--- config.mk ---
export PLATFORM = sky130hd
export DESIGN_NAME = enigma_ctrl
export DESIGN_NICKNAME = d
export VERILOG_FILES = /design/src/rtl/enigma_ctrl.sv
export SDC_FILE = /design/constraint.sdc
export NUM_CORES = 1
export LEC_CHECK = 0
export BUFFER_PORTS_ARGS = -buffer_cell sky130_fd_sc_hd__buf_2
export CAP_MARGIN = 20
export CORE_MARGIN = 4
export CORE_UTILIZATION = 50
export DETAILED_ROUTE_END_ITERATION = 10
export MAX_ROUTING_LAYER = met4
export PLACE_DENSITY_LB_ADDON = 0.25
export SYNTH_ARGS = -nofsm -noshare
export SYNTH_HDL_FRONTEND = slang
export SYNTH_SLANG_ARGS = --single-unit
--- constraint.sdc ---
create_clock -name clk -period 2.1 [get_ports clk]
set_clock_uncertainty 0.05 [all_clocks]
set_input_delay 0.21 -clock clk [delete_from_list [all_inputs] [get_ports clk]]
set_output_delay 0.21 -clock clk [all_outputs]
set_load 0.02 [all_outputs]
--- src/rtl/enigma_ctrl.sv ---
// ============================================================================
// Module   : enigma_ctrl
// Function : Enigma sequencer - rotor stepping plus nine-stage routing over a
//            shared stage bus with per-stage timeout.
// Revision : 1.0  initial release
// ============================================================================
`default_nettype none

module enigma_ctrl #(
    parameter int TIMEOUT     = 8,
    parameter int NOTCH_L_RST = 16,
    parameter int NOTCH_M_RST = 4,
    parameter int NOTCH_R_RST = 21
) (
    input  logic        clk,
    input  logic        reset,
    input  logic        set,
    input  logic [14:0] cfg_pos,
    input  logic [14:0] cfg_notch,
    input  logic        valid,
    input  logic [7:0]  din,
    output logic        ready,
    output logic [7:0]  dout,
    output logic        done,
    output logic        err,
    output logic [4:0]  pos_l,
    output logic [4:0]  pos_m,
    output logic [4:0]  pos_r,
    output logic        stg_valid,
    output logic [3:0]  stg_sel,
    output logic [7:0]  stg_din,
    output logic        stg_dec,
    input  logic [7:0]  stg_dout,
    input  logic        stg_done
);

    localparam logic [2:0] c_IDLE  = 3'd0;
    localparam logic [2:0] c_STEP  = 3'd1;
    localparam logic [2:0] c_ISSUE = 3'd2;
    localparam logic [2:0] c_WAIT  = 3'd3;
    localparam logic [2:0] c_DONE  = 3'd4;

    localparam logic [7:0] c_TMO_LAST = 8'(TIMEOUT - 1);
    localparam logic [3:0] c_K_LAST   = 4'd8;

    logic [2:0] r_state;
    logic [2:0] w_state_nxt;
    logic [4:0] r_pos_l, r_pos_m, r_pos_r;
    logic [4:0] r_notch_l, r_notch_m, r_notch_r;
    logic [7:0] r_char;
    logic [3:0] r_k;
    logic [7:0] r_tmo;
    logic [7:0] r_dout;
    logic       r_err;
    logic       w_is_letter;
    logic       w_tmo_hit;

    function automatic logic [4:0] f_mod26(input logic [4:0] v);
        return (v > 5'd25) ? v - 5'd26 : v;
    endfunction

    function automatic logic [4:0] f_inc26(input logic [4:0] v);
        return (v == 5'd25) ? 5'd0 : v + 5'd1;
    endfunction

    assign w_is_letter = (din >= 8'd65) && (din <= 8'd90);
    assign w_tmo_hit   = (r_tmo == c_TMO_LAST);

    always_ff @(posedge clk) begin
        if (reset) begin
            r_state <= c_IDLE;
        end else begin
            r_state <= w_state_nxt;
        end
    end

    always_comb begin
        w_state_nxt = r_state;
        case (r_state)
            c_IDLE:  if (valid) w_state_nxt = w_is_letter ? c_STEP : c_DONE;
            c_STEP:  w_state_nxt = c_ISSUE;
            c_ISSUE: w_state_nxt = c_WAIT;
            c_WAIT: begin
                if (stg_done) begin
                    w_state_nxt = (r_k == c_K_LAST) ? c_DONE : c_ISSUE;
                end else if (w_tmo_hit) begin
                    w_state_nxt = c_DONE;
                end
            end
            c_DONE:  w_state_nxt = c_IDLE;
            default: w_state_nxt = c_IDLE;
        endcase
    end

    always_comb begin
        ready     = (r_state == c_IDLE);
        stg_valid = (r_state == c_ISSUE);
        done      = (r_state == c_DONE);
    end

    // Stage bus mirrors the working registers, so it stays put throughout WAIT.
    assign stg_sel = r_k;
    assign stg_din = r_char;
    assign stg_dec = (r_k >= 4'd5);
    assign dout    = r_dout;
    assign err     = r_err;
    assign pos_l   = r_pos_l;
    assign pos_m   = r_pos_m;
    assign pos_r   = r_pos_r;

    always_ff @(posedge clk) begin
        if (reset) begin
            r_pos_l   <= 5'd0;
            r_pos_m   <= 5'd0;
            r_pos_r   <= 5'd0;
            r_notch_l <= 5'(NOTCH_L_RST);
            r_notch_m <= 5'(NOTCH_M_RST);
            r_notch_r <= 5'(NOTCH_R_RST);
            r_char    <= 8'd0;
            r_k       <= 4'd0;
            r_tmo     <= 8'd0;
            r_dout    <= 8'd0;
            r_err     <= 1'b0;
        end else begin
            r_dout <= 8'd0;
            r_err  <= 1'b0;
            case (r_state)
                c_IDLE: begin
                    if (set) begin
                        r_pos_l   <= f_mod26(cfg_pos[14:10]);
                        r_pos_m   <= f_mod26(cfg_pos[9:5]);
                        r_pos_r   <= f_mod26(cfg_pos[4:0]);
                        r_notch_l <= f_mod26(cfg_notch[14:10]);
                        r_notch_m <= f_mod26(cfg_notch[9:5]);
                        r_notch_r <= f_mod26(cfg_notch[4:0]);
                    end
                    if (valid) begin
                        r_char <= din;
                        if (!w_is_letter) r_dout <= din;
                    end
                end
                c_STEP: begin
                    // Middle rotor double-steps on its own notch; all tests use pre-step values.
                    r_pos_r <= f_inc26(r_pos_r);
                    if ((r_pos_r == r_notch_r) || (r_pos_m == r_notch_m)) r_pos_m <= f_inc26(r_pos_m);
                    if (r_pos_m == r_notch_m) r_pos_l <= f_inc26(r_pos_l);
                    r_k <= 4'd0;
                end
                c_ISSUE: r_tmo <= 8'd0;
                c_WAIT: begin
                    r_tmo <= r_tmo + 8'd1;
                    if (stg_done) begin
                        r_char <= stg_dout;
                        if (r_k == c_K_LAST) r_dout <= stg_dout;
                        else                 r_k <= r_k + 4'd1;
                    end else if (w_tmo_hit) begin
                        r_err <= 1'b1;
                    end
                end
                default: ;
            endcase
        end
    end

endmodule

`default_nettype wire

Word-level counts from Yosys, hierarchy flattened
Cells that the tools add are included.
{ "op_classes": {"add_sub_neg": 10, "eq_ne": 18, "n_mux": 35, "n_lt_le_gt_ge": 8, "reduce_logical": 15, "bitwise_logic": 1} }
{ "ops": {"columns": ["operator", "n"], "rows": [
  ["$mux W5", 13],
  ["$mux W8", 6],
  ["$pmux W8 S2", 3],
  ["$pmux W5 S2", 3],
  ["$gt A5 B5 Y1 const B", 5],
  ["$sub A5 B5 Y5 const B", 5],
  ["$add A5 B1 Y5 const B", 3],
  ["$eq A5 B5 Y1 const B", 3],
  ["$mux W3", 5],
  ["$ne A2 B2 Y1 const B", 6],
  ["$pmux W3 S4", 1],
  ["$reduce_and A3 Y1", 4],
  ["$eq A5 B5 Y1", 2],
  ["$add A8 B1 Y8 const B", 1],
  ["$eq A8 B3 Y1 const B", 1],
  ["$ge A8 B7 Y1 const B", 1],
  ["$le A8 B7 Y1 const B", 1],
  ["$mux W4", 2],
  ["$pmux W4 S2", 1],
  ["$reduce_bool A2 Y1", 4],
  ["$eq A3 B2 Y1 const B", 2],
  ["$reduce_and A2 Y1", 3],
  ["$add A4 B1 Y4 const B", 1],
  ["$eq A4 B4 Y1 const B", 1],
  ["other kinds (10)", 10]
]} }
{ "totals": {"out_inout_bits": 40, "in_bits": 51, "register_bits": 57, "elab_cells": 98} }

Longest topological paths before layout
Gate-level depths: netlist of the first run.
{ "depth": {"depth_word": 5, "depth_mapped": 8, "ltp_nobuf": 7} }

Worst setup path after synthesis of the first run
OpenSTA, ideal clock, no wires.
{ "synth_timing": {"path_kind": "register to register", "startpoint": "register r_k[0] (netlist: stg_sel[0])", "endpoint": "register r_k[3] (netlist: stg_sel[3])", "synth_period_minus_slack_ps": 1676, "required_time_ps": 1964, "setup_slack_ps": 424, "setup_time_ps": 86, "n_path_buf": 1, "t_arrival_ps": 1540, "stages_incl_launch_ff": 8, "path_cell_list": "dfxtp_1 > inv_1 > ha_1 > nand3b_1 > and3_1 > buf_2 > a41oi_1 > a211oi_1"} }
{ "synth_via": {"elab_chain_len": 4, "elab_cells_between_ends": 7, "cone_classes": "1 x add/sub; 2 x eq/ne; 3 x mux; 1 x reduce/logical"} }
{ "synth_rtl": {"columns": ["item", "line_no", "rtl"], "rows": [
  ["start: declaration", "51", "logic [3:0] r_k;"],
  ["start signal: assignment", "155", "else r_k <= r_k + 4'd1;"],
  ["$add A4 B1 Y4", "155", null],
  ["$mux W4", "154", "if (r_k == c_K_LAST) r_dout <= stg_dout;"],
  ["$mux W4", "152", "if (stg_done) begin"],
  ["$pmux W4 S2", "127", "case (r_state)"]
]} }
Several ways; a longest one is shown, not always the timed one. The select of a mux whose other input is x is not followed.
A chain may end at the register's enable or synchronous reset.

Worst setup path in the final report of the first run
{ "layout_timing": {"startpoint": "register r_state[0]", "endpoint": "register r_pos_m[4] (netlist: pos_m[4])"} }
{ "layout_via": {"elab_chain_len": 3, "elab_cells_between_ends": 7, "cone_classes": "3 x eq/ne; 1 x mux; 3 x reduce/logical"} }
{ "layout_rtl": {"columns": ["item", "line_no", "rtl"], "rows": [
  ["start: declaration", "46", "logic [2:0] r_state;"],
  ["start signal: assignment", "71", "r_state <= c_IDLE;"],
  ["start signal: assignment", "73", "r_state <= w_state_nxt;"],
  ["$eq A3 B1 Y1 / $logic_not A3 Y1 (equally long branches)", "127", null],
  ["$ne A2 B2 Y1 (no source line) / $reduce_bool A2 Y1 (equally long branches)", null, null],
  ["$reduce_and A3 Y1 (no source line)", null, null],
  ["end signal: assignment", "131", "r_pos_m <= f_mod26(cfg_pos[9:5]);"],
  ["end signal: assignment", "145", "if ((r_pos_r == r_notch_r) || (r_pos_m == r_notch_m)) r_pos_m <= f_inc26(r_pos_m);"],
  ["end: declaration", "48", "logic [4:0] r_pos_l, r_pos_m, r_pos_r;"]
]} }
Several ways; a longest one is shown, not always the timed one.

==> results of run 1 <==
==> layout make-up <==
type / instances / share of cell area
repair buffers: 94 / 0.116
clock buffers: 12 / 0.0388
clock inverters: 4 / 0.0173
flip-flops and latches: 57 / 0.268
well taps: 96 / 0.0282
inverters: 26 / 0.0229
multi-input cells: 337 / 0.509
==> cell usage after synthesis, drive strengths merged (4+ instances only) <==
cell type	number
nor3b	5
a32oi	6
xor2	11
xnor2	10
clkbuf	9
buf	10
nor3	16
a31oi	4
nand3	17
o31ai	5
dfxtp	57
a21boi	4
nand2	56
nand4	4
o211ai	8
ha	20
a21oi	27
o21ai	16
nand2b	5
a311oi	8
a211oi	10
nor2	52
inv	26
==> state kept, by name (all words and copies together) (netlist names) <==
register	count
pos_r	5
pos_l	5
pos_m	5
dout	8
stg_sel	4
err	1
r_tmo	8
stg_din	8
r_notch_r	5
r_notch_m	5
r_state	3
==> logic make-up after synthesis <==
kind of cell / Yosys count / synth area share
and+or+nand+nor: 181 / 0.250
AOI/OAI and AO/OA: 111 / 0.231
DFF: 57 / 0.324
buffers and inverters: 45 / 0.0600
xor gates and xnor gates: 21 / 0.0522
adders and majority gates: 20 / 0.0710
muxes: 4 / 0.0117
==> through the flow <==
| step | area [sq um] | worst slack, ns | hold slack, ns | power (mW) |
|---|---|---|---|---|
| 6_report | 4260 | 0.241 | 0.0638 | 3.11 |
| 5_1_grt | 4260 | 0.0929 | 0.0650 | 3.27 |
| 4_1_cts | 4240 | 0.156 | 0.0541 | 3.13 |
| 3_5_place_dp | 4000 | 0.200 | 0.403 | 1.92 |
| 3_3_place_gp | 4000 | 0.243 | 0.402 | 1.90 |
| 2_1_floorplan | 3520 | 0.424 | 0.284 | 1.71 |
==> worst min-delay path: stages <==
cell and delay [ns]:
sky130_fd_sc_hd__buf_2 0.09, sky130_fd_sc_hd__nand2_1 0.04, sky130_fd_sc_hd__nand3_1 0.06
==> layer usage <==
layer,routed length (um),GRT usage,share of wire,vias to the layer above
li1,-,-,-,1746
met1,3870,0.261,0.45,1564
met2,4210,0.341,0.49,76
met3,426,0.0476,0.050,8
met4,92,0.0705,0.011,0
met5,0,-,0,-
==> repair_timing <==
action / CTS / global route
endpoints found under the setup margin: 0 / 4
setup buffers: 0 / 3
gates resized for setup: 0 / 1
==> report_power, final <==
part	switching [mW]	leakage (nW)	internal, mW	total [mW]
registers	0.0969	0.468	1.16	1.26
clock network	0.445	0.123	0.766	1.21
logic	0.380	1.30	0.258	0.638
==> worst max path at each step <==
stage | end | cells past startpoint | slack, ns | from
3_3_place_gp | pos_l[1] | 5 | 0.24 | r_state[0]
3_5_place_dp | pos_r[2] | 4 | 0.20 | r_state[0]
2_1_floorplan | stg_sel[3] | 7 | 0.42 | stg_sel[0]
5_1_grt | pos_m[4] | 5 | 0.09 | r_state[0]
4_1_cts | pos_l[3] | 5 | 0.16 | r_state[0]
6_report | pos_m[4] | 5 | 0.24 | r_state[0]
==> results.md, run 1 <==
- Outcome: finished, final reports clean
- Unrepaired setup endpoints after global routing: false
- Final setup violation count: 0
- Clock Sink Count: 57
- Endpoint arrival time on the critical path: 2.00 ns
- Setup TNS: 0 ns
- Post-synthesis instance total: 439
- Worst R2R Path Depth: 5
- Crit path max fanout: 14
- WL per Instance: 13.7 um
- Number of buffer cells added on primary ports: 85
- Power per cell area: 729 nW/um^2
- Post-synthesis cell area: 3520 sq um
- Die Footprint: 8450 sq um
- Drt pass-1 iters: 4
- Category of the critical setup timing path: register to register
- Die width: 91.9 um
- Fraction of synthesis flops using an asynchronous set or reset pin: 0
- Number of buffers inserted by hold repair at cts: 0
- Clock-pin slew on the worst setup and hold paths: 0.07 ns
- Total core area: 6830 sq um
- Vias after detailed routing: 3394
- Vias in the first global route: 3175
- End point of the worst hold path: r_notch_r[0]
- Max_cap viols: 0
- Synth top area share: 0.324
- Hold wc startpoint: cfg_notch[0]
- Cell breakdown of the critical path: or3b_4 -> o311ai_0 -> o21ai_0 -> a21oi_1 -> nor3_1
- Number of H-tree branching levels: 3
- Cell Count Post-Placement: 607
- Post-route antenna net violation count: 0
- Half-perimeter wire length after detailed placement: 6.39 mm
- Clock buffer count from CTS: 9
- Total routed wirelength: 8.61 mm
- Crit path capture type: register
- Area of the multi-input gates: 2170 sq um
- Sequential cell area in the final layout: 1140 sq um
- Initial DRC Count: 137
- Leakage power: 1.89 nW
- Filler instances: 640
- Most common flop cell mapped by yosys: sky130_fd_sc_hd__dfxtp_1
- Crit path max-delay family: simple AND/OR/NAND/NOR gates
- Avg Synthesized Cell Area: 8.02 sq um
- Hold path cells: 3
- Fraction of layout cells with a size suffix above 1: 0.238
- Proportion of synthesized chip area in sequential cells: 0.324
- IR Drop Worst-Case VDD: 0.417 mV
- Synth warnings: 0
- Layout area overhead: 21.0%
- Weighted congestion at the end of routability-driven global placement: 0.879
- Measured slew at the worst slew-check pin: 0.618 ns
- Starting utilization of the core area: 0.516
- Endpoint required time on the critical path: 2.25 ns
- CTS tree: built
- Vert. Die Dim: 91.9 um
- Placement row count: 30
- Cell at the slowest stage of the critical path: sky130_fd_sc_hd__dfxtp_1
- Count of unique library cells instantiated by Yosys: 63
- Number of synthesized register bits: 57
- Diode count: 0
- Count of buffer and inverter cells on the critical path: 0
- Final standard cell utilization of the core: 0.624
- Max_slew headroom: 0.586
- Achievable clock frequency: 538 MHz
- FF-to-FF setup slack: 0.24 ns
- Cell Count, Final, Fillers Out: 626
- Fin crit period: 1.86 ns
- Number of pins with negative max-slew slack in the final report: 0
- Nets@finish: 596
- Syn nets: 510
- Post-DR vias/cell: 5.42
- Area contributors post-synth: sky130_fd_sc_hd__dfxtp_1 (32%), sky130_fd_sc_hd__ha_1 (7.1%), sky130_fd_sc_hd__nand2_1 (6.0%)
- Maximum number of pins on one net before global-route repair: 25
- Hold Crit Class: input port to register
- Commonest non-fill, non-tap cell in the layout: sky130_fd_sc_hd__buf_2
- Worst flop-to-flop path startpoint: r_state[0]
- Leading cell types in the layout, fill and taps excluded: sky130_fd_sc_hd__buf_2 (85), sky130_fd_sc_hd__nand2_1 (56), sky130_fd_sc_hd__dfxtp_1 (56), sky130_fd_sc_hd__nor2_1 (52)
- Sort of element at the start of the critical path: register
- Hold Fails Final Rpt: 0
- Number of DRC violations after detailed routing: 0
- Total gr overflow: 0
- Clock network latency to the later pin of the worst-skew pair: 0.33 ns
- Max stage delay on crit path: 0.60 ns
- First-pass GRT wire length: 14.3 mm
- Maximum clock path buffer count: 2
- I/O pin total: 91
- Post-synth top area cell: sky130_fd_sc_hd__dfxtp_1
- Worst R2R End: pos_m[4]
- Number of antenna violations at the first check in global routing: 0
- Number of enable flip-flop cells after synthesis: 0
- Total Routing Usage GR: 0.211
- Final worst-path cycle share: 0.885
- Root cell of the clock tree: sky130_fd_sc_hd__clkbuf_8
(Power assumes the default switching activity.)
==> run 2: changes to the inputs <==
--- a/constraint.sdc
+++ b/constraint.sdc
@@ -3,3 +3,3 @@
 set_input_delay 0.21 -clock clk [delete_from_list [all_inputs] [get_ports clk]]
 set_output_delay 0.21 -clock clk [all_outputs]
-set_load 0.02 [all_outputs]
+set_load 0.05 [all_outputs]
==> run 2 against run 1 <==
- setup slack worse by 0.025 ns
- register-to-register slack worse by 0.03 ns
- highest routed layer unchanged
- clock power down 12%
- sequential power about the same
- via count up 2.2%
- critical path depth unchanged
- largest cell class unchanged
- worst hold slack worse by 0.0018 ns
- critical path type unchanged
- largest power group unchanged
- combinational power up 23%
==> results.md, run 2 (same netlist as run 1, synthesis figures left out) <==
- Weighted congestion at the end of routability-driven global placement: 0.879
- Power per cell area: 735 nW/um^2
- First-pass GRT wire length: 14.3 mm
- Initial DRC Count: 151
- Leading cell types in the layout, fill and taps excluded: sky130_fd_sc_hd__buf_2 (85), sky130_fd_sc_hd__dfxtp_1 (57), sky130_fd_sc_hd__nand2_1 (56), sky130_fd_sc_hd__nor2_1 (52)
- Number of DRC violations after detailed routing: 0
- Endpoint arrival time on the critical path: 2.05 ns
- Number of antenna violations at the first check in global routing: 0
- Post-CTS Setup Inserts: 0
- Maximum clock path buffer count: 2
- Achievable clock frequency: 531 MHz
- Sequential cell area in the final layout: 1140 sq um
- Root cell of the clock tree: sky130_fd_sc_hd__clkbuf_8
- Fraction of layout cells with a size suffix above 1: 0.236
- Number of H-tree branching levels: 3
- Source of the critical timing path: r_state[0]
- Number of buffers inserted by hold repair at cts: 0
- Setup TNS: 0 ns
- Post-DR vias/cell: 5.55
- Post-route antenna net violation count: 0
- I/O pin total: 91
- Crit path max fanout: 14
- Sort of element at the start of the critical path: register
- Area of the multi-input gates: 2170 sq um
- Vias in the first global route: 3199
- Final setup slack of the worst path: 0.216 ns
- Filler instances: 647
- Die Footprint: 8450 sq um
- Maximum number of pins on one net before global-route repair: 23
- Half-perimeter wire length after detailed placement: 6.57 mm
- Crit path capture type: register
- Hold Fails Final Rpt: 0
- Hold wc startpoint: cfg_notch[0]
- Final worst-path cycle share: 0.897
- CTS tree: built
- Vert. Die Dim: 91.9 um
- Vias after detailed routing: 3467
- Total gr overflow: 0
- Endpoint required time on the critical path: 2.27 ns
- Outcome: finished, final reports clean
- Fin crit period: 1.88 ns
- Leakage power: 1.86 nW
- Total core area: 6830 sq um
- Total Routing Usage GR: 0.212
- Post-place setup slack: 0.243 ns
- IR Drop Worst-Case VDD: 0.359 mV
- Unrepaired setup endpoints after global routing: false
- Category of the critical setup timing path: register to register
- Layout area overhead: 19.9%
- Die width: 91.9 um
- Starting utilization of the core area: 0.516
- Final setup violation count: 0
- Max_slew headroom: 0.577
- Clock network latency to the later pin of the worst-skew pair: 0.34 ns
- Clock-pin slew on the worst setup and hold paths: 0.07 ns
- Placement row count: 30
- Clock Sink Count: 57
- Measured slew at the worst slew-check pin: 0.630 ns
- Worst flop-to-flop path startpoint: r_state[0]
- Drt pass-1 iters: 5
- Number of buffer cells added on primary ports: 85
- Number of pins with negative max-slew slack in the final report: 0
- Hold Crit Class: input port to register
- Nets@finish: 595
- WL per Instance: 13.8 um
- Clock buffer count from CTS: 9
- Resized cells post-CTS: 0
- Total routed wirelength: 8.60 mm
- Commonest non-fill, non-tap cell in the layout: sky130_fd_sc_hd__buf_2
- Diode count: 0
- Max_cap viols: 0
==> run 2: area by class of cell <==
type / instances / area share
Sequential cell: 57 / 0.270
Tap cell: 96 / 0.0285
Inverter: 26 / 0.0231
Timing Repair Buffer: 93 / 0.115
Clock inverter: 7 / 0.0187
Multi-Input combinational cell: 337 / 0.515
Clock buffer: 9 / 0.0293
==> run 2: metrics by stage <==
step | power (mW) | instance area (sq um) | util | std cells | hold slack, ns
4_1_cts | 3.12 | 4220 | 0.618 | 625 | 0.0501
6_report | 3.10 | 4220 | 0.618 | 625 | 0.0620
3_5_place_dp | 2.07 | 4020 | 0.588 | 609 | 0.410
5_1_grt | 3.25 | 4220 | 0.618 | 625 | 0.0639
3_3_place_gp | 2.05 | 4020 | 0.588 | 609 | 0.403
2_1_floorplan | 1.85 | 3530 | - | 439 | 0.284
==> run 2: per-layer routing <==
| metal | up-vias | GRT usage | part of all wire |
|---|---|---|---|
| met5 | - | - | 0 |
| met4 | 0 | 0.0705 | 0.011 |
| met3 | 8 | 0.0509 | 0.057 |
| met2 | 89 | 0.351 | 0.49 |
| met1 | 1616 | 0.253 | 0.45 |
| li1 | 1754 | - | - |
==> run 2: final timing paths <==
| check | endpoint | slack (ns) | cells after the start |
|---|---|---|---|
| worst max-delay path | pos_m[4] | 0.22 | 5 |
| worst max register to register | pos_m[4] | 0.22 | 5 |
| worst min register to register | r_notch_r[3] | 0.42 | 2 |
| worst min-delay path | r_notch_r[0] | 0.06 | 3 |
==> run 2: power by group <==
group          internal [mW]  switching (mW)  leakage [nW]  total [mW]
Combinational          0.260           0.527          1.30       0.787
Sequential              1.16          0.0934         0.467        1.25
Clock                  0.557           0.503        0.0925        1.06
Total                   1.98            1.12          1.86        3.10
==> run 2: critical path, cell delays in order (launching register included) <==
cell and delay [ns]:
sky130_fd_sc_hd__dfxtp_1 0.63, sky130_fd_sc_hd__or3b_4 0.55, sky130_fd_sc_hd__o311ai_0 0.16, sky130_fd_sc_hd__o21ai_0 0.16, sky130_fd_sc_hd__a21oi_1 0.16, sky130_fd_sc_hd__nor3_1 0.06
